[src/rtl/fm_wb_scheduler_pkg.sv]
// rtl/fm_wb_scheduler_pkg.sv - shared types and constants for the feature-map write-back scheduler
package fm_wb_scheduler_pkg;

    typedef enum logic [1:0] {WB_IDLE, WB_RUN, WB_DONE} wb_sched_state_e;

    localparam int WB_WORD_BYTES = 9;
    localparam int WB_WORD_BITS  = 72;

endpackage

[src/rtl/fm_wb_scheduler_rr_arbiter.sv]
// rtl/fm_wb_scheduler_rr_arbiter.sv - round-robin arbiter, one grant per cycle, pointer moves past each winner
module rr_arbiter #(
    parameter int N = 4
) (
    input  logic         clk,
    input  logic         rst_n,
    input  logic [N-1:0] req_i,
    input  logic         adv_i,
    output logic [N-1:0] grant_o,
    output logic         gnt_valid_o
);

    localparam int PW = (N > 1) ? $clog2(N) : 1;

    logic [PW-1:0] ptr_q, ptr_d, gnt_idx, idx;
    logic [PW:0]   sum;
    logic          found;

    always_comb begin
        grant_o = '0;
        gnt_idx = '0;
        found   = 1'b0;
        sum     = '0;
        idx     = '0;
        for (int i = 0; i < N; i++) begin
            sum = {1'b0, ptr_q} + (PW+1)'(i);
            if (sum >= (PW+1)'(N)) sum = sum - (PW+1)'(N);
            idx = sum[PW-1:0];
            if (!found && req_i[idx]) begin
                found        = 1'b1;
                grant_o[idx] = 1'b1;
                gnt_idx      = idx;
            end
        end
        gnt_valid_o = found;
        ptr_d       = (gnt_idx == PW'(N-1)) ? '0 : gnt_idx + PW'(1);
    end

    always_ff @(posedge clk or negedge rst_n) begin
        if (!rst_n) begin
            ptr_q <= '0;
        end else if (adv_i && found) begin
            ptr_q <= ptr_d;
        end
    end

endmodule

[src/rtl/fm_wb_scheduler.sv]
// rtl/fm_wb_scheduler.sv - packs per-row write-back bytes into 72-bit words and schedules them into the fm buffer
module fm_wb_scheduler
    import fm_wb_scheduler_pkg::*;
#(
    parameter  int N_ROW = 4,
    parameter  int DEPTH = 64,
    localparam int AW    = $clog2(DEPTH)
) (
    input  logic                    clk,
    input  logic                    rst_n,
    input  logic                    start_i,
    input  logic [N_ROW*AW-1:0]     base_addr_i,
    input  logic [N_ROW*8-1:0]      wb_data_i,
    input  logic [N_ROW-1:0]        wb_valid_i,
    input  logic [N_ROW-1:0]        wb_last_i,
    output logic [N_ROW-1:0]        wb_ready_o,
    output logic                    fm_wr_en_o,
    output logic [AW-1:0]           fm_wr_addr_o,
    output logic [WB_WORD_BITS-1:0] fm_din_o,
    output logic                    done_o,
    output logic                    ovf_o
);

    wb_sched_state_e         state_q;
    logic                    wr_en_q, done_q, ovf_q;
    logic [AW-1:0]           wr_addr_q;
    logic [WB_WORD_BITS-1:0] din_q;

    logic                    run, start_ok, gnt_valid;
    logic [N_ROW-1:0]        req_vec, done_vec, grant, fire, row_wrap;
    logic [WB_WORD_BITS-1:0] row_word [N_ROW];
    logic [AW-1:0]           row_addr [N_ROW];
    logic [WB_WORD_BITS-1:0] sel_word;
    logic [AW-1:0]           sel_addr;
    logic                    sel_wrap;

    assign run      = (state_q == WB_RUN);
    assign start_ok = (state_q == WB_IDLE) && start_i;
    assign fire     = grant & {N_ROW{run}};

    rr_arbiter #(.N(N_ROW)) u_arb (
        .clk         (clk),
        .rst_n       (rst_n),
        .req_i       (req_vec),
        .adv_i       (run),
        .grant_o     (grant),
        .gnt_valid_o (gnt_valid)
    );

    for (genvar r = 0; r < N_ROW; r++) begin : g_row
        logic [7:0]              lane_q [WB_WORD_BYTES];
        logic [3:0]              cnt_q;
        logic                    req_q, row_done_q, acc;
        logic [AW-1:0]           wcnt_q, base_q;
        logic [WB_WORD_BITS-1:0] word_c;

        assign wb_ready_o[r] = run && (cnt_q < 4'(WB_WORD_BYTES)) && !req_q && !row_done_q;
        assign acc           = wb_valid_i[r] && wb_ready_o[r];

        always_ff @(posedge clk or negedge rst_n) begin
            if (!rst_n) begin
                cnt_q      <= '0;
                req_q      <= 1'b0;
                row_done_q <= 1'b0;
                wcnt_q     <= '0;
                base_q     <= '0;
                for (int k = 0; k < WB_WORD_BYTES; k++) lane_q[k] <= '0;
            end else if (start_ok) begin
                cnt_q      <= '0;
                req_q      <= 1'b0;
                row_done_q <= 1'b0;
                wcnt_q     <= '0;
                base_q     <= base_addr_i[r*AW +: AW];
            end else if (fire[r]) begin
                cnt_q  <= '0;
                req_q  <= 1'b0;
                wcnt_q <= wcnt_q + AW'(1);
            end else if (acc) begin
                lane_q[cnt_q] <= wb_data_i[r*8 +: 8];
                cnt_q         <= cnt_q + 4'd1;
                if (cnt_q == 4'(WB_WORD_BYTES-1) || wb_last_i[r]) req_q <= 1'b1;
                if (wb_last_i[r]) row_done_q <= 1'b1;
            end
        end

        // Lanes beyond the fill count still hold bytes of the previous word; mask them.
        always_comb begin
            word_c = '0;
            for (int k = 0; k < WB_WORD_BYTES; k++) begin
                if (4'(k) < cnt_q) word_c[8*k +: 8] = lane_q[k];
            end
        end

        assign row_word[r] = word_c;
        assign row_addr[r] = base_q + wcnt_q;
        // Flag when either the word counter or the running address is about to roll over.
        assign row_wrap[r] = (&wcnt_q) || (&row_addr[r]);
        assign req_vec[r]  = req_q;
        assign done_vec[r] = row_done_q;
    end

    always_comb begin
        sel_word = '0;
        sel_addr = '0;
        sel_wrap = 1'b0;
        for (int r = 0; r < N_ROW; r++) begin
            if (grant[r]) begin
                sel_word = row_word[r];
                sel_addr = row_addr[r];
                sel_wrap = row_wrap[r];
            end
        end
    end

    always_ff @(posedge clk or negedge rst_n) begin
        if (!rst_n) begin
            state_q   <= WB_IDLE;
            wr_en_q   <= 1'b0;
            wr_addr_q <= '0;
            din_q     <= '0;
            done_q    <= 1'b0;
            ovf_q     <= 1'b0;
        end else begin
            wr_en_q <= 1'b0;
            done_q  <= 1'b0;
            case (state_q)
                WB_IDLE: begin
                    if (start_i) begin
                        state_q <= WB_RUN;
                        ovf_q   <= 1'b0;
                    end
                end
                WB_RUN: begin
                    if (gnt_valid) begin
                        wr_en_q   <= 1'b1;
                        wr_addr_q <= sel_addr;
                        din_q     <= sel_word;
                        if (sel_wrap) ovf_q <= 1'b1;
                    end
                    if ((&done_vec) && !(|req_vec)) begin
                        state_q <= WB_DONE;
                        done_q  <= 1'b1;
                    end
                end
                WB_DONE: state_q <= WB_IDLE;
                default: state_q <= WB_IDLE;
            endcase
        end
    end

    assign fm_wr_en_o   = wr_en_q;
    assign fm_wr_addr_o = wr_addr_q;
    assign fm_din_o     = din_q;
    assign done_o       = done_q;
    assign ovf_o        = ovf_q;

endmodule

[config.mk]
export PLATFORM = sky130hd
export DESIGN_NAME = fm_wb_scheduler
export DESIGN_NICKNAME = d
export VERILOG_FILES = /design/src/rtl/fm_wb_scheduler_pkg.sv /design/src/rtl/fm_wb_scheduler_rr_arbiter.sv /design/src/rtl/fm_wb_scheduler.sv
export SDC_FILE = /design/constraint.sdc
export NUM_CORES = 1
export LEC_CHECK = 0
export ABC_AREA = 1
export BUFFER_PORTS_ARGS = -buffer_cell sky130_fd_sc_hd__buf_2
export CAP_MARGIN = 40
export CORE_ASPECT_RATIO = 1.25
export CORE_UTILIZATION = 60
export CTS_BUF_LIST = sky130_fd_sc_hd__clkbuf_4 sky130_fd_sc_hd__clkbuf_8 sky130_fd_sc_hd__clkbuf_16
export CTS_CLUSTER_SIZE = 25
export DETAILED_ROUTE_END_ITERATION = 6
export GPL_ROUTABILITY_DRIVEN = 1
export PLACE_DENSITY = 0.87
export SKIP_LAST_GASP = 1
export SYNTH_ARGS = -nofsm -noshare
export SYNTH_HDL_FRONTEND = slang
export SYNTH_HIERARCHICAL = 1
export SYNTH_SLANG_ARGS = --single-unit
export TNS_END_PERCENT = 1
[constraint.sdc]
create_clock -name clk -period 3.55 [get_ports clk]
set_input_delay 0.5325 -clock clk [delete_from_list [all_inputs] [get_ports clk]]
set_output_delay 0.5325 -clock clk [all_outputs]
set_load 0.02 [all_outputs]
==> results of run 1 <==
what timing repair did:
action,in CTS,in global routing
setup buffers,1,5
resized for setup,0,7
hold endpoints to repair,12,0
hold buffers,1,0
pin swaps,0,1
setup endpoints to repair,3,260
final cells by class:
cell class,instances,area (um2),share of cell area (%)
flip-flops and latches,445,11100,45.9
multi-input cells,1726,9110,37.5
clock buffers,60,1330,5.48
repair buffers,200,1260,5.18
inverters,168,643,2.65
well taps,468,586,2.41
clock inverters,19,216,0.892
per-stage QoR:
stage,hold slack (ns),TNS [ns],setup slack [ns]
after global routing,0.167,-11.59,-0.251
after floorplan,0.237,0,0.286
final,0.168,-0.0763,-0.0467
after global placement,0.459,-12.51,-0.237
after CTS,0.153,0,0.00644
after detailed placement,0.467,0,0.0605
cell usage after synthesis (6+ instances only):
master	number
a32oi_1	24
nand3_1	188
nand2_2	10
o21ai_1	85
o21ai_0	345
nor2_1	54
a21oi_1	104
a311o_1	11
nor3_1	12
nand3_4	8
ha_1	45
a22oi_1	14
nand2_1	658
inv_1	148
buf_6	8
nand3_2	6
buf_1	7
inv_2	10
dfrtp_1	445
a31oi_1	30
o21ai_2	16
xor2_1	7
clkbuf_1	71
nand4_1	13
buf_2	25
clkinv_1	7
a2bb2oi_1	33
nand2_4	8
cell families (layout without fill, tap and decap cells):
kind of cell / after synthesis / in the layout / share of synthesized area [%]
flip-flops: 445 / 445 / 52.1
AO/OA/AOI/OAI: 679 / 679 / 18.0
AND/OR/NAND/NOR: 987 / 987 / 20.8
XOR/XNOR: 11 / 11 / 0.451
buffers and inverters: 284 / 447 / 5.62
adder cells (fa/ha/maj): 49 / 49 / 3.01
flip-flops by register name, indices dropped and copies added, names as in the netlist:
| register | cells |
|---|---|
| g_row.lane_q | 288 |
| fm_din_o | 72 |
| g_row.base_q | 24 |
| g_row.wcnt_q | 24 |
| g_row.cnt_q | 16 |
| fm_wr_addr_o | 6 |
| g_row.req_q | 4 |
| g_row.row_done_q | 4 |
| state_q | 2 |
| u_arb/ptr_q | 2 |
| done_o | 1 |
| fm_wr_en_o | 1 |
| ovf_o | 1 |
critical path: stages (launching register included):
cell     delay (ns)
dfrtp_1        0.44
inv_8          0.08
ha_1           0.36
inv_1          0.14
nand3_2        0.11
nand2_4        0.10
inv_4          0.04
nor2_4         0.12
inv_1          0.06
nor2_2         0.14
a21oi_1        0.09
nand2_1        0.08
buf_4          0.31
nand2_1        0.24
o21ai_0        0.72
nand2_1        0.14
a21oi_1        0.19
o22a_1         0.15
power by group:
group / total [W] / internal, W / switching (W)
logic: 0.0130 / 0.00410 / 0.00892
registers: 0.00774 / 0.00667 / 0.00108
clock network: 0.00497 / 0.00293 / 0.00204
how the worst max path moves through the flow:
| stage | end | cells past startpoint |
|---|---|---|
| after floorplan | g_row[3].lane_q[29]$_DFFE_PN0P_ | 22 |
| after global placement | g_row[1].lane_q[20]$_DFFE_PN0P_ | 18 |
| after detailed placement | g_row[3].lane_q[16]$_DFFE_PN0P_ | 18 |
| after CTS | g_row[3].lane_q[16]$_DFFE_PN0P_ | 18 |
| after global routing | g_row[2].lane_q[9]$_DFFE_PN0P_ | 16 |
| final | fm_din_o[66]$_DFFE_PN0P_ | 17 |
metal layers:
layer | vias up | global-route usage (%) | wire [um]
met3 | 335 | 7.23 | 6220
met2 | 1188 | 57.5 | 30200
met1 | 9179 | 43.3 | 23400
li1 | 8618 | - | -
met4 | 0 | 33.3 | 6600
met5 | - | 0 | 0
==> impl.org, run 1 <==
** Finish
- Most frequent standard cell in the layout excluding fill and tap cells :: nand2_1
- Cells fill 69.8% of the core in the end.
- Finished layout cell area :: 0.0243 mm2
- Share of layout cells above drive strength 1 :: 14.1%
- Leaving out fill and tap cells, the most frequent cells in the layout are nand2_1 (656), dfrtp_1 (445), o21ai_0 (345).
- Nets :: 2,703
- Layout-stage area growth over the synthesis result :: 13.6%
- The repair_antennas step left the layout with diodes totalling 0.
- The layout has 2,584 filler cells.
- Number of standard cells in the final layout excluding fillers :: 3,086

** Routing
- Summing over every cut layer, the via total after detailed routing is 19,300.
- Detail Route Antenna Nets :: 0
- DRC :: 1
- Detailed router's first-iteration violation count :: 2,218
- Detailed-route wire length per cell :: 21.5 um
- Aggregate routed wire length :: 66,400 um
- DR pass1 iterations :: 7
- Number of vias per cell after detailed routing :: 6.26

** Setup path
- Worst-case reg-to-reg path depth :: 17
- Internal reg-to-reg setup slack :: -0.05 ns
- In this run the critical register-to-register path is launched from u_arb/ptr_q[0]$_DFFE_PN0P_.
- STA classifies the critical path endpoint as a flop.
- Required time at the worst-slack endpoint :: 4.05 ns
- STA classifies the critical path startpoint as a flop.
- FF-to-FF End :: fm_din_o[66]$_DFFE_PN0P_
- Worst Path Max Fanout :: 25
- In this run the worst setup path begins at u_arb/ptr_q[0]$_DFFE_PN0P_.
- Arr. time, crit path :: 4.09 ns
- Path type of the worst setup path :: reg -> reg

** Logic synthesis
- Cells taking the most area after synthesis :: dfrtp_1 (52%), nand2_1 (12%), o21ai_0 (8.1%)
- Sequential cells were found to cover 52.1% of the synthesized design area.
- When the netlist entered floorplanning its net count stood at 2,571.
- For this run, the number of Yosys warnings is 6.
- Top cell type's share of synthesized area :: 52.1%
- In this run, synthesis produced a sequential element count of 445.
- For this run, asynchronously set or reset flops after synthesis account for 100%.
- Synthesized cell area :: 0.0214 mm2
- Yosys mapped the design onto 56 distinct sky130hd cell types.
- Yosys mapped a number of flops with a built-in enable equal to 0.
- Counting every instance in the synthesized netlist gives 2,455.
- In the synthesized netlist the dominant register cell turns out to be dfrtp_1.
- Of all cell types, the one taking the most synthesized area is dfrtp_1.
- Synth Area per Inst :: 8.71 um2

** Run status
- Result of the run :: finished with violations
- Violated checks :: design-rule violations, negative setup slack

** Timing
- Setup repair after global routing missed its margin :: true
- Post-Route Skew :: 0.0193 ns
- The worst pin sits at a relative slew slack of 42.6%.
- The final critical path takes up 101% of the cycle.
- Worst setup slack after layout :: -0.0467 ns
- For the pin with the worst max-slew slack, the measured transition is 0.861 ns.
- The number of hold violations in the final report came to 0.
- Fin crit period :: 3.60 ns
- The max-slew violation count is 0.
- Derived from the worst setup path, the maximum achievable clock frequency is 0.278 GHz.
- Setup violations remaining at the end of the flow were counted as 2.

** Hold path
- Hold Path End :: g_row[1].base_q[5]$_DFFE_PN0P_
- Source of the worst hold timing path :: base_addr_i[11]
- Hold-critical path depth :: 3
- Tightest Hold Check Type :: in -> reg

** Placed design
- Final weighted congestion in routability-driven placement :: 0.998
- Detailed-placement wirelength estimate :: 44,800 um
- Port buffer count :: 151
- Standard cell area after detailed placement :: 0.0226 mm2
- After detailed placement, the design holds a cell count of 2,999.

** GRT
- Wire length of the first global-routing pass :: 101,000 um
- Global-route usage over all layers :: 36.9%
- Pin count of the biggest net entering global routing :: 114
- Number of antenna violations at the first check in global routing :: 0
- Summed over all layers, the global routing overflow is 0.
- Vias in the first global route :: 18,400

** Pwr
- Cell leakage power :: 11.6 nW
- Peak VDD IR :: 0.756 mV
- Final Total Pwr :: 0.0257 W
- Pwr Density :: 1060 mW/mm2

** CTS
- CTS clock-pin slew for the worst setup and hold paths :: 0.06 ns
- TritonCTS built the clock tree.
- No sink is reached through more buffers than the 3 on the longest clock path.
- Cell at the root of the clock tree :: clkbuf_16
- Number of H-tree levels :: 2
- Total CTS buffers :: 46
- Clock latency on the worst-skew pair, taken at its later pin, is 0.57 ns.
- Counting every sink on the clock net gives 445.

** Floorplanning
- The core region is 0.0348 mm2.
- Width of the chip :: 171 um
- After floorplanning, the core was divided into 76 placement rows.
- From bottom edge to top edge, the die measures 213 um.
- Once the floorplan was initialized, standard cells occupied 61.4% of the core.
- Die area :: 0.0364 mm2
- Ports :: 152

** Job
- Max-cap check violation count :: 0
No activity file was read; power rests on OpenSTA's default activity.
==> run 2: changes to the inputs <==
ABC_AREA = 0   (was 1)
CTS_BUF_LIST = sky130_fd_sc_hd__clkbuf_4   (was sky130_fd_sc_hd__clkbuf_4 sky130_fd_sc_hd__clkbuf_8 sky130_fd_sc_hd__clkbuf_16)
==> run 2 against run 1 <==
Against the previous run:
- the flow finishes with violations (negative setup slack)
- synthesized cell count down 25%
- global-route usage up 0.87 points
- routed wire length down 1.8%
- synthesized area down 1.8%
- critical path type unchanged
- via count down 11%
- utilization up 1.2 points
- largest cell class unchanged
- clock skew up 0.043 ns
==> impl.org, run 2 <==
** Routing
- The post-detailed-routing wire length is 65,300 um (was 66,400 um).
- The count of routing violations after the opening detailed-route iteration was 1,685 (was 2,218).
- Detailed-route wire length per cell :: 24.4 um (was 21.5 um)
- Number of vias per cell after detailed routing :: 6.47 (was 6.26)
- DRC :: 0 (was 1)
- The total vias in the final route is 17,300 (was 19,300).
- The remaining antenna violation count was 0 (unchanged).
- The number of detailed-route iterations in the first pass was 7 (unchanged).

** Logic synthesis
- Synthesized cell area :: 0.0210 mm2 (was 0.0214 mm2)
- The library cell with the highest instance count after synthesis is dfrtp_1 (was nand2_1).
- Leading post-synthesis cells by instance count :: dfrtp_1 (445), mux2_2 (283), nand2_1 (239), a21oi_1 (115) (was nand2_1 (658), dfrtp_1 (445), o21ai_0 (345), nand3_1 (188), inv_1 (148))
- The number of distinct library cells after synthesis is 81 (was 56).
- The synthesized area per cell was 11.4 um2 (was 8.71 um2).
- The count of warnings emitted by yosys came to 6 (unchanged).
- Top cell type's share of synthesized area :: 53.1% (was 52.1%)
- Cells taking the most area after synthesis: dfrtp_1 (53%), mux2_2 (15%), nand2_1 (4.3%) (was dfrtp_1 (52%), nand2_1 (12%), o21ai_0 (8.1%)).
- The number of enable-type register cells in the synthesized netlist is 0 (unchanged).
- Proportion of synthesized chip area in sequential cells :: 53.1% (was 52.1%)
- The top flip-flop cell by instance count after synthesis was dfrtp_1 (unchanged).
- Mapped Nets :: 1,959 (was 2,571)
- The library cell with the largest summed area after synthesis is dfrtp_1 (unchanged).
- The post-synthesis sequential element count came to 445 (unchanged).
- Gate Count Post-Synth :: 1,843 (was 2,455)
- The share of async-settable or async-resettable flops after synthesis is 100% (unchanged).

** Run status
- Result of the run :: finished with violations (unchanged)
- Violated checks: negative setup slack (was design-rule violations, negative setup slack).

** Timing
- Maximum clock rate :: 0.273 GHz (was 0.278 GHz)
- The final total negative setup slack is -3.23 ns (was -0.0763 ns).
- Setup repair after global routing missed its margin :: true (unchanged)
- The normalized max-slew margin was 43.5% (was 42.6%).
- The final worst slack came to -0.106 ns (was -0.0467 ns).
- The final critical delay including setup and external delays is 3.66 ns (was 3.60 ns).
- The final clock period utilization by the worst path is 103% (was 101%).
- The slew at the pin with the worst max-slew slack came to 0.843 ns (was 0.861 ns).
- The total setup violations reported at the end of the flow is 78 (was 2).
- Final hold violation count :: 0 (unchanged)
- Post-Route Skew :: 0.0619 ns (was 0.0193 ns)
- The max-slew violation count came to 0 (unchanged).

** Pwr
- Peak VDD IR :: 0.668 mV (was 0.756 mV)
- The fraction of power consumed by sequential logic came to 33.1% (was 30.1%).
- Cell leakage power :: 11.8 nW (was 11.6 nW)
- Part of the power in combinational logic :: 48.2% (was 50.6%)
- The switching share of power came to 43.7% (was 46.8%).
- The power per cell area was 950 mW/mm2 (was 1060 mW/mm2).
- The internal power summed over all cells came to 0.0131 W (was 0.0137 W).
- The total design power came to 0.0232 W (was 0.0257 W).
- The net switching component of the power came to 0.0101 W (was 0.0120 W).
- Clk network pwr share :: 18.7% (was 19.3%)

** GRT
- Global-route usage over all layers :: 37.7% (was 36.9%)
- The first-pass GRT wire length was 100,000 um (was 101,000 um).
- The pin count of the biggest net entering global routing was 122 (was 114).
- The met1 routing resource usage after global routing is 41.8% (was 43.3%).
- The initial antenna violation count came to 2 (was 0).
- The layer carrying the most global-route usage is met2 (unchanged).
- Met3 usage in global routing :: 9.97% (was 7.23%)
- Met2 capacity usage during global routing :: 61.5% (was 57.5%)
- Gr ovfl total :: 0 (unchanged)
- The via count of the first global-routing pass came to 17,900 (was 18,400).

** Placed design
- The pre-CTS worst setup slack came to -0.228 ns (was 0.0605 ns).
- The post-place instance area is 0.0227 mm2 (was 0.0226 mm2).
- The weighted congestion reported at the end of routability-driven placement came to 1.02 (was 0.998).
- The count of input and output buffers came to 151 (unchanged).
- Detailed-placement wirelength estimate :: 44,500 um (was 44,800 um)

** Finish
- Most frequent standard cell in the layout excluding fill and tap cells :: dfrtp_1 (was nand2_1)
- Nets :: 2,244 (was 2,703)
- The share of final-layout standard cells stronger than drive strength 1 is 33.1% (was 14.1%).
- Layout-stage area growth over the synthesis result :: 16.4% (was 13.6%)
- Commonest cells after routing, fill and taps aside :: dfrtp_1 (445), mux2_2 (283), nand2_1 (238) (was nand2_1 (656), dfrtp_1 (445), o21ai_0 (345))
- The most flop-heavy register is g_row.lane_q (unchanged).
- The summed area of non-filler cells in the final layout is 0.0244 mm2 (was 0.0243 mm2).
- The flip-flop count of the largest register after layout was 288 (unchanged).

** Floorplanning
- The initial core utilization is 61.0% (was 61.4%).
- The number of standard-cell rows in the floorplan is 76 (unchanged).
- The die outline height was 211 um (was 213 um).
- Die area :: 0.0357 mm2 (was 0.0364 mm2)
- The width of the die is 169 um (was 171 um).
- Placeable Area :: 0.0344 mm2 (was 0.0348 mm2)
- The number of I/O pins was 152 (unchanged).

** Setup path
- Startpoint of the lowest-slack register-to-register path :: u_arb/ptr_q[1]$_DFFE_PN0P_ (was u_arb/ptr_q[0]$_DFFE_PN0P_)
- The setup slack of the worst register-to-register path was -0.11 ns (was -0.05 ns).
- Worst Path Max Fanout :: 8 (was 25)
- Path type of the worst setup path :: reg -> reg (unchanged)
- Arr. time, crit path :: 4.43 ns (was 4.09 ns)
- Crit path max-delay cell type :: a211oi_1 (was o21ai_0)
- Worst-case reg-to-reg path depth :: 13 (was 17)
- The endpoint of the lowest-slack register-to-register path is fm_din_o[46]$_DFFE_PN0P_ (was fm_din_o[66]$_DFFE_PN0P_).
- Slowest Stage Delay on Critical Path :: 0.49 ns (was 0.72 ns)
- Critical path cell sequence :: inv_1, ha_1, mux4_2, nor4b_4, a22oi_1, o21ai_1, nand2b_4, nor2_1, a221oi_1, buf_4, a211oi_1, a21oi_1, o21ai_0 (was inv_8, ha_1, inv_1, nand3_2, nand2_4, inv_4, nor2_4, inv_1, nor2_2, a21oi_1, nand2_1, buf_4, nand2_1, o21ai_0, nand2_1, a21oi_1, o22a_1)
- Required time at the worst-slack endpoint :: 4.32 ns (was 4.05 ns)
- The critical path endpoint category is a flop (unchanged).
- The type of origin of the critical path is a flop (unchanged).

** CTS
- The latest clock arrival within the worst-skew pair was 0.86 ns (was 0.57 ns).
- The clock tree from TritonCTS is done (unchanged).
- Total CTS buffers :: 107 (was 46)
- Number of buffers on the longest clock path :: 3 (unchanged)
- The total number of clock tree sinks is 445 (unchanged).
- The buffer cell driving the clock tree root is clkbuf_4 (was clkbuf_16).
- The clock-pin slew on the worst setup and hold paths was 0.07 ns (was 0.06 ns).
- The total number of H-tree levels is 3 (was 2).

** Hold path
- The critical hold path startpoint is wb_last_i[1] (was base_addr_i[11]).
- The worst-case hold path end point is g_row[1].row_done_q$_DFFE_PN0P_ (was g_row[1].base_q[5]$_DFFE_PN0P_).
- The number of stages on the worst hold path was 3 (unchanged).
- The kind of path behind the tightest hold check was in -> reg (unchanged).

** Job
- Max-cap check violation count :: 0 (unchanged)
==> run 2: cell types whose count changed in the layout (fill, tap and decap cells not counted), sizes merged, moves of 27 or more <==
cell and change:
nand2 -425, clkbuf +93, mux2 +290, a31oi -27, inv -130, a221oi +55
dlygate4sd3 +27, nor2 +29, o21ai -348, nand3 -153, buf +37, a211oi +59
==> run 2: per-layer routing <==
layer / vias up / wire [um]
li1: 7292 / -
met1: 8605 / 22600
met2: 1025 / 31600
met3: 341 / 5360
met4: 0 / 5780
met5: - / 0
==> run 2: worst max-delay path by stage <==
stage | start | end | slack, ns | cells past startpoint
floorplan | u_arb/ptr_q[0]$_DFFE_PN0P_ | g_row[1].lane_q[0]$_DFFE_PN0P_ | -0.10 | 13
global placement | u_arb/ptr_q[1]$_DFFE_PN0P_ | fm_din_o[38]$_DFFE_PN0P_ | -0.15 | 13
detailed placement | u_arb/ptr_q[1]$_DFFE_PN0P_ | fm_din_o[38]$_DFFE_PN0P_ | -0.23 | 13
CTS | u_arb/ptr_q[1]$_DFFE_PN0P_ | fm_din_o[46]$_DFFE_PN0P_ | -0.24 | 14
global route | u_arb/ptr_q[1]$_DFFE_PN0P_ | fm_din_o[65]$_DFFE_PN0P_ | -0.38 | 14
finish | u_arb/ptr_q[1]$_DFFE_PN0P_ | fm_din_o[46]$_DFFE_PN0P_ | -0.11 | 13
==> run 2: cells by family (layout without fill, tap and decap cells) <==
group | Yosys count | in the layout | share of synthesized area [%]
flops | 445 | 445 | 53.1
xor+xnor | 42 | 42 | 1.75
buf+inv | 119 | 474 | 2.26
compound gates | 428 | 428 | 13.4
other cells | 0 | 3 | 0
fa+ha+maj | 49 | 49 | 3.06
simple gates | 462 | 462 | 10.3
mux | 298 | 298 | 16.2
==> run 2: final cells by class <==
type	instances	area, um2
Sequential cell	445	11100
Fill cell	2300	9990
Multi-Input combinational cell	1279	9450
Timing Repair Buffer	263	1760
Clock buffer	154	1160
Tap cell	468	586
Clock inverter	25	206
Inverter	32	120
Antenna cell	3	7.51
==> run 2: repair_timing <==
item                                   4_1_cts  5_1_grt
resized for setup                            1       10
endpoints found under the hold margin      117        0
setup buffers                                0        1
hold buffers                                28        0
pin swaps                                    0        2
setup endpoints to repair                   76      353
==> run 2: power groups by stage <==
stage / registers [W] / logic, W / clock network, W
after floorplan: 0.00753 / 0.00676 / 0
after global placement: 0.00760 / 0.0104 / 0
after detailed placement: 0.00768 / 0.0108 / 0
after CTS: 0.00762 / 0.0109 / 0.00436
after global routing: 0.00779 / 0.0120 / 0.00464
final: 0.00769 / 0.0112 / 0.00434
==> run 2: worst max-delay path, delay by kind of cell, from the launching register on <==
| kind | cells | cell delay (ns) |
|---|---|---|
| AOI/OAI and AO/OA | 6 | 1.22 |
| and+or+nand+nor | 3 | 1.02 |
| buffers and inverters | 2 | 0.27 |
| adders and majority gates | 1 | 0.30 |
| muxes | 1 | 0.37 |
| DFF | 1 | 0.41 |
==> run 2: through the flow <==
stage | instances | util (%) | hold slack (ns)
global route | 2668 | 71.0 | 0.0413
global placement | 2458 | 66.0 | 0.461
finish | 2669 | 71.0 | 0.0459
detailed placement | 2458 | 66.0 | 0.467
floorplan | 1843 | - | 0.237
CTS | 2665 | 70.8 | 0.0206
==> run 3: changes to the inputs <==
CORE_ASPECT_RATIO = 0.75   (was 1.25)
==> run 3 against run 2 <==
Against the previous run:
- the run still ends with negative setup slack left
- cell count shrank 0.30%
- global-route usage is 1.4 points lower
- sequential power decreased by 0.9%
- sequential cell count is the same
- utilization up 1.3 points
- critical path depth rose by 1
==> impl.org, run 3 (synthesized netlist as in run 2, its figures left out) <==
** Run status
- Violated checks: negative setup slack (unchanged).
- Result of the run :: finished with violations (unchanged)

** Setup path
- The launching instance or port of the critical path is u_arb/ptr_q[0]$_DFFE_PN0P_ (was u_arb/ptr_q[1]$_DFFE_PN0P_).
- The maximum cell stage delay along the critical path was 0.65 ns (was 0.49 ns).
- Startpoint types :: flop (unchanged)
- The critical path endpoint category is a flop (unchanged).
- Arr. time, crit path :: 4.35 ns (was 4.43 ns)
- The data required time of the worst path came to 4.24 ns (was 4.32 ns).
- The cell that appears most often on the critical path is buf_4.
- Crit path max-delay cell type :: a221oi_1 (was a211oi_1)
- Path type of the worst setup path :: reg -> reg (unchanged)
- The cell class contributing the biggest share of worst-path delay is compound AO/OA/AOI/OAI gates (unchanged).
- Startpoint of the lowest-slack register-to-register path :: u_arb/ptr_q[0]$_DFFE_PN0P_ (was u_arb/ptr_q[1]$_DFFE_PN0P_)
- Worst Path Max Fanout :: 8 (unchanged)
- The buffers plus inverters on the worst setup path came to 3 (was 2).
- Critical path cell sequence :: inv_1, ha_1, mux4_2, nor4b_4, a22oi_1, o21ai_1, nand2b_1, buf_4, nor2_4, a221oi_1, a211oi_2, buf_4, a21oi_1, o21ai_0 (was inv_1, ha_1, mux4_2, nor4b_4, a22oi_1, o21ai_1, nand2b_4, nor2_1, a221oi_1, buf_4, a211oi_1, a21oi_1, o21ai_0)

** Pwr
- Peak VDD IR :: 0.811 mV (was 0.668 mV)
- Cell leakage power :: 11.8 nW (about the same)
- Pwr Density :: 963 mW/mm2 (was 950 mW/mm2)

** Timing
- The final critical delay including setup and external delays came to 3.66 ns (about the same).
- Maximum clock rate :: 0.273 GHz (about the same)
- The slew at the pin with the worst max-slew slack is 0.795 ns (was 0.843 ns).
- Period utilization :: 103% (about the same)
- Worst setup slack after layout :: -0.111 ns (was -0.106 ns)
- The number of hold violations in the final report came to 0 (unchanged).
- Post-Route Skew :: 0.0707 ns (was 0.0619 ns)
- Total of endpoints with negative setup slack in the final report :: 27 (was 78)
- Slew headroom :: 47.0% (was 43.5%)
- The max-slew violation count was 0 (unchanged).
- Setup repair after global routing missed its margin: true (unchanged).

** GRT
- Global-route usage over all layers :: 36.3% (was 37.7%)
- Pin count of the biggest net entering global routing :: 137 (was 122)
- Wire length of the first global-routing pass :: 97,600 um (was 100,000 um)
- The initial antenna violation count was 2 (unchanged).
- Gr ovfl total :: 0 (unchanged)
- Vias in the first global route :: 16,700 (was 17,900)

** Placed design
- Instance count after placement with tap cells included :: 2,451 (was 2,458)
- The count of input and output buffers is 151 (unchanged).
- The estimated wirelength of the detail-placed design was 44,100 um (was 44,500 um).
- The weighted congestion reported at the end of routability-driven placement was 0.961 (was 1.02).
- Standard cell area after detailed placement :: 0.0228 mm2 (was 0.0227 mm2)

** Routing
- DRC :: 0 (unchanged)
- The total vias in the final route was 17,100 (was 17,300).
- Detailed-route wire length per cell :: 24.0 um (was 24.4 um)
- The remaining antenna violation count came to 0 (unchanged).
- The count of routing violations after the opening detailed-route iteration was 2,309 (was 1,685).
- The number of detailed-route iterations in the first pass is 7 (unchanged).
- Number of vias per cell after detailed routing :: 6.42 (was 6.47)
- The post-detailed-routing wire length came to 63,800 um (was 65,300 um).

** Floorplanning
- The initial core utilization came to 61.8% (was 61.0%).
- The number of standard-cell rows in the floorplan came to 58 (was 76).
- The number of I/O pins is 152 (unchanged).
- The die footprint is 0.0357 mm2 (about the same).
- The area inside the core boundary is 0.0340 mm2 (was 0.0344 mm2).
- The die outline height came to 164 um (was 211 um).
- Width of the chip :: 218 um (was 169 um)

** Finish
- Number of standard cells in the final layout excluding fillers :: 2,661 (was 2,669)
- Share of layout cells above drive strength 1 :: 34.4% (was 33.1%)
- The summed area of non-filler cells in the final layout is 0.0246 mm2 (was 0.0244 mm2).
- The core utilization of the finished layout is 72.3% (was 71.0%).
- The most flop-heavy register was g_row.lane_q (unchanged).
- Most frequent standard cell in the layout excluding fill and tap cells :: dfrtp_1 (unchanged)
- Commonest cells after routing, fill and taps aside: dfrtp_1 (445), mux2_2 (283), nand2_1 (233) (was dfrtp_1 (445), mux2_2 (283), nand2_1 (238)).
- The filler cell count in the final layout is 2,206 (was 2,300).
- Layout-stage area growth over the synthesis result :: 17.0% (was 16.4%)
- The final-stage net count came to 2,255 (was 2,244).
- The flip-flop count of the largest register after layout was 288 (unchanged).

** CTS
- The latest clock arrival within the worst-skew pair was 0.85 ns (was 0.86 ns).
- The CTS buffer count came to 106 (was 107).
- CTS clock-pin slew for the worst setup and hold paths :: 0.07 ns (about the same)
- Number of buffers on the longest clock path :: 3 (unchanged)
- The number of buffers inserted to repair setup after CTS was 0 (unchanged).
- Sink count of the clock tree :: 445 (unchanged)
- The buffer cell driving the clock tree root is clkbuf_4 (unchanged).
- Number of H-tree levels :: 3 (unchanged)
- The clock tree from TritonCTS was done (unchanged).

** Hold path
- The critical hold path startpoint is wb_data_i[18] (was wb_last_i[1]).
- The kind of path behind the tightest hold check is in -> reg (unchanged).

** Job
- Max-cap check violation count :: 0 (unchanged)
-- run 3: cell count changes in the layout (fill, tap and decap cells not counted), sizes merged --
cell         previous run  this run
clkinvlp                0         4
bufinv                  4         2
dlygate4sd3            28        29
inv                    34        33
buf                   235       246
clkinv                 19        17
diode                   3         2
-- run 3: cell type report --
cell class | instances | area, um2 | area share [%]
clock inverter | 24 | 184 | 0.749
timing repair buffer | 275 | 1850 | 7.55
multi-input combinational | 1279 | 9540 | 38.8
clock buffer | 154 | 1160 | 4.71
inverter | 32 | 120 | 0.489
tap | 450 | 563 | 2.29
sequential | 445 | 11100 | 45.3
antenna | 2 | 5.00 | 0.0204
-- run 3: final timing paths --
check | end | slack [ns] | cells after the start
max in group asynchronous | g_row[2].lane_q[25]$_DFFE_PN0P_ | 2.22 | 3
worst min-delay path | g_row[2].lane_q[10]$_DFFE_PN0P_ | 0.13 | 2
worst min register to register | fm_din_o[19]$_DFFE_PN0P_ | 0.48 | 2
min in group asynchronous | fm_wr_addr_o[1]$_DFFE_PN0P_ | 0.32 | 2
worst max register to register | fm_din_o[30]$_DFFE_PN0P_ | -0.11 | 14
worst max-delay path | fm_din_o[30]$_DFFE_PN0P_ | -0.11 | 14
-- run 3: through the flow --
stage                     setup WS (ns)  setup TNS, ns  power [W]  hold WS (ns)
after floorplan                  -0.104          -6.88     0.0143         0.237
after global placement          -0.0192        -0.0232     0.0183         0.457
after detailed placement         -0.161          -1.37     0.0188         0.465
after CTS                       -0.0968         -0.750     0.0231        0.0826
after global routing             -0.244         -14.74     0.0248         0.104
final                            -0.111         -0.697     0.0236         0.133
-- run 3: what timing repair did --
action | in CTS | in global routing
setup endpoints to repair | 33 | 244
endpoints found under the hold margin | 118 | 0
resized for setup | 4 | 26
pin swaps | 0 | 1
hold buffers | 29 | 0
-- run 3: worst reg2reg max path: stages (launching register included) --
cell and delay, ns:
dfrtp_1 0.34, inv_1 0.08, ha_1 0.33, mux4_2 0.38, nor4b_4 0.43, a22oi_1 0.11, o21ai_1 0.21, nand2b_1 0.15
buf_4 0.24, nor2_4 0.10, a221oi_1 0.65, a211oi_2 0.16, buf_4 0.18, a21oi_1 0.11, o21ai_0 0.08
-- run 3: where the power goes --
part           internal, W  total, W  switching (W)
clock network      0.00214   0.00424        0.00210
registers          0.00655   0.00762        0.00106
logic              0.00446    0.0118        0.00733
-- run 3: layer usage --
layer  track usage, %  vias up  share of wire (%)
met5                0        -                  0
met4             9.92        0                2.4
met3             13.4      142                 14
met2             51.8     1141                 43
met1             52.1     8482                 41
li1                 -     7330                  -
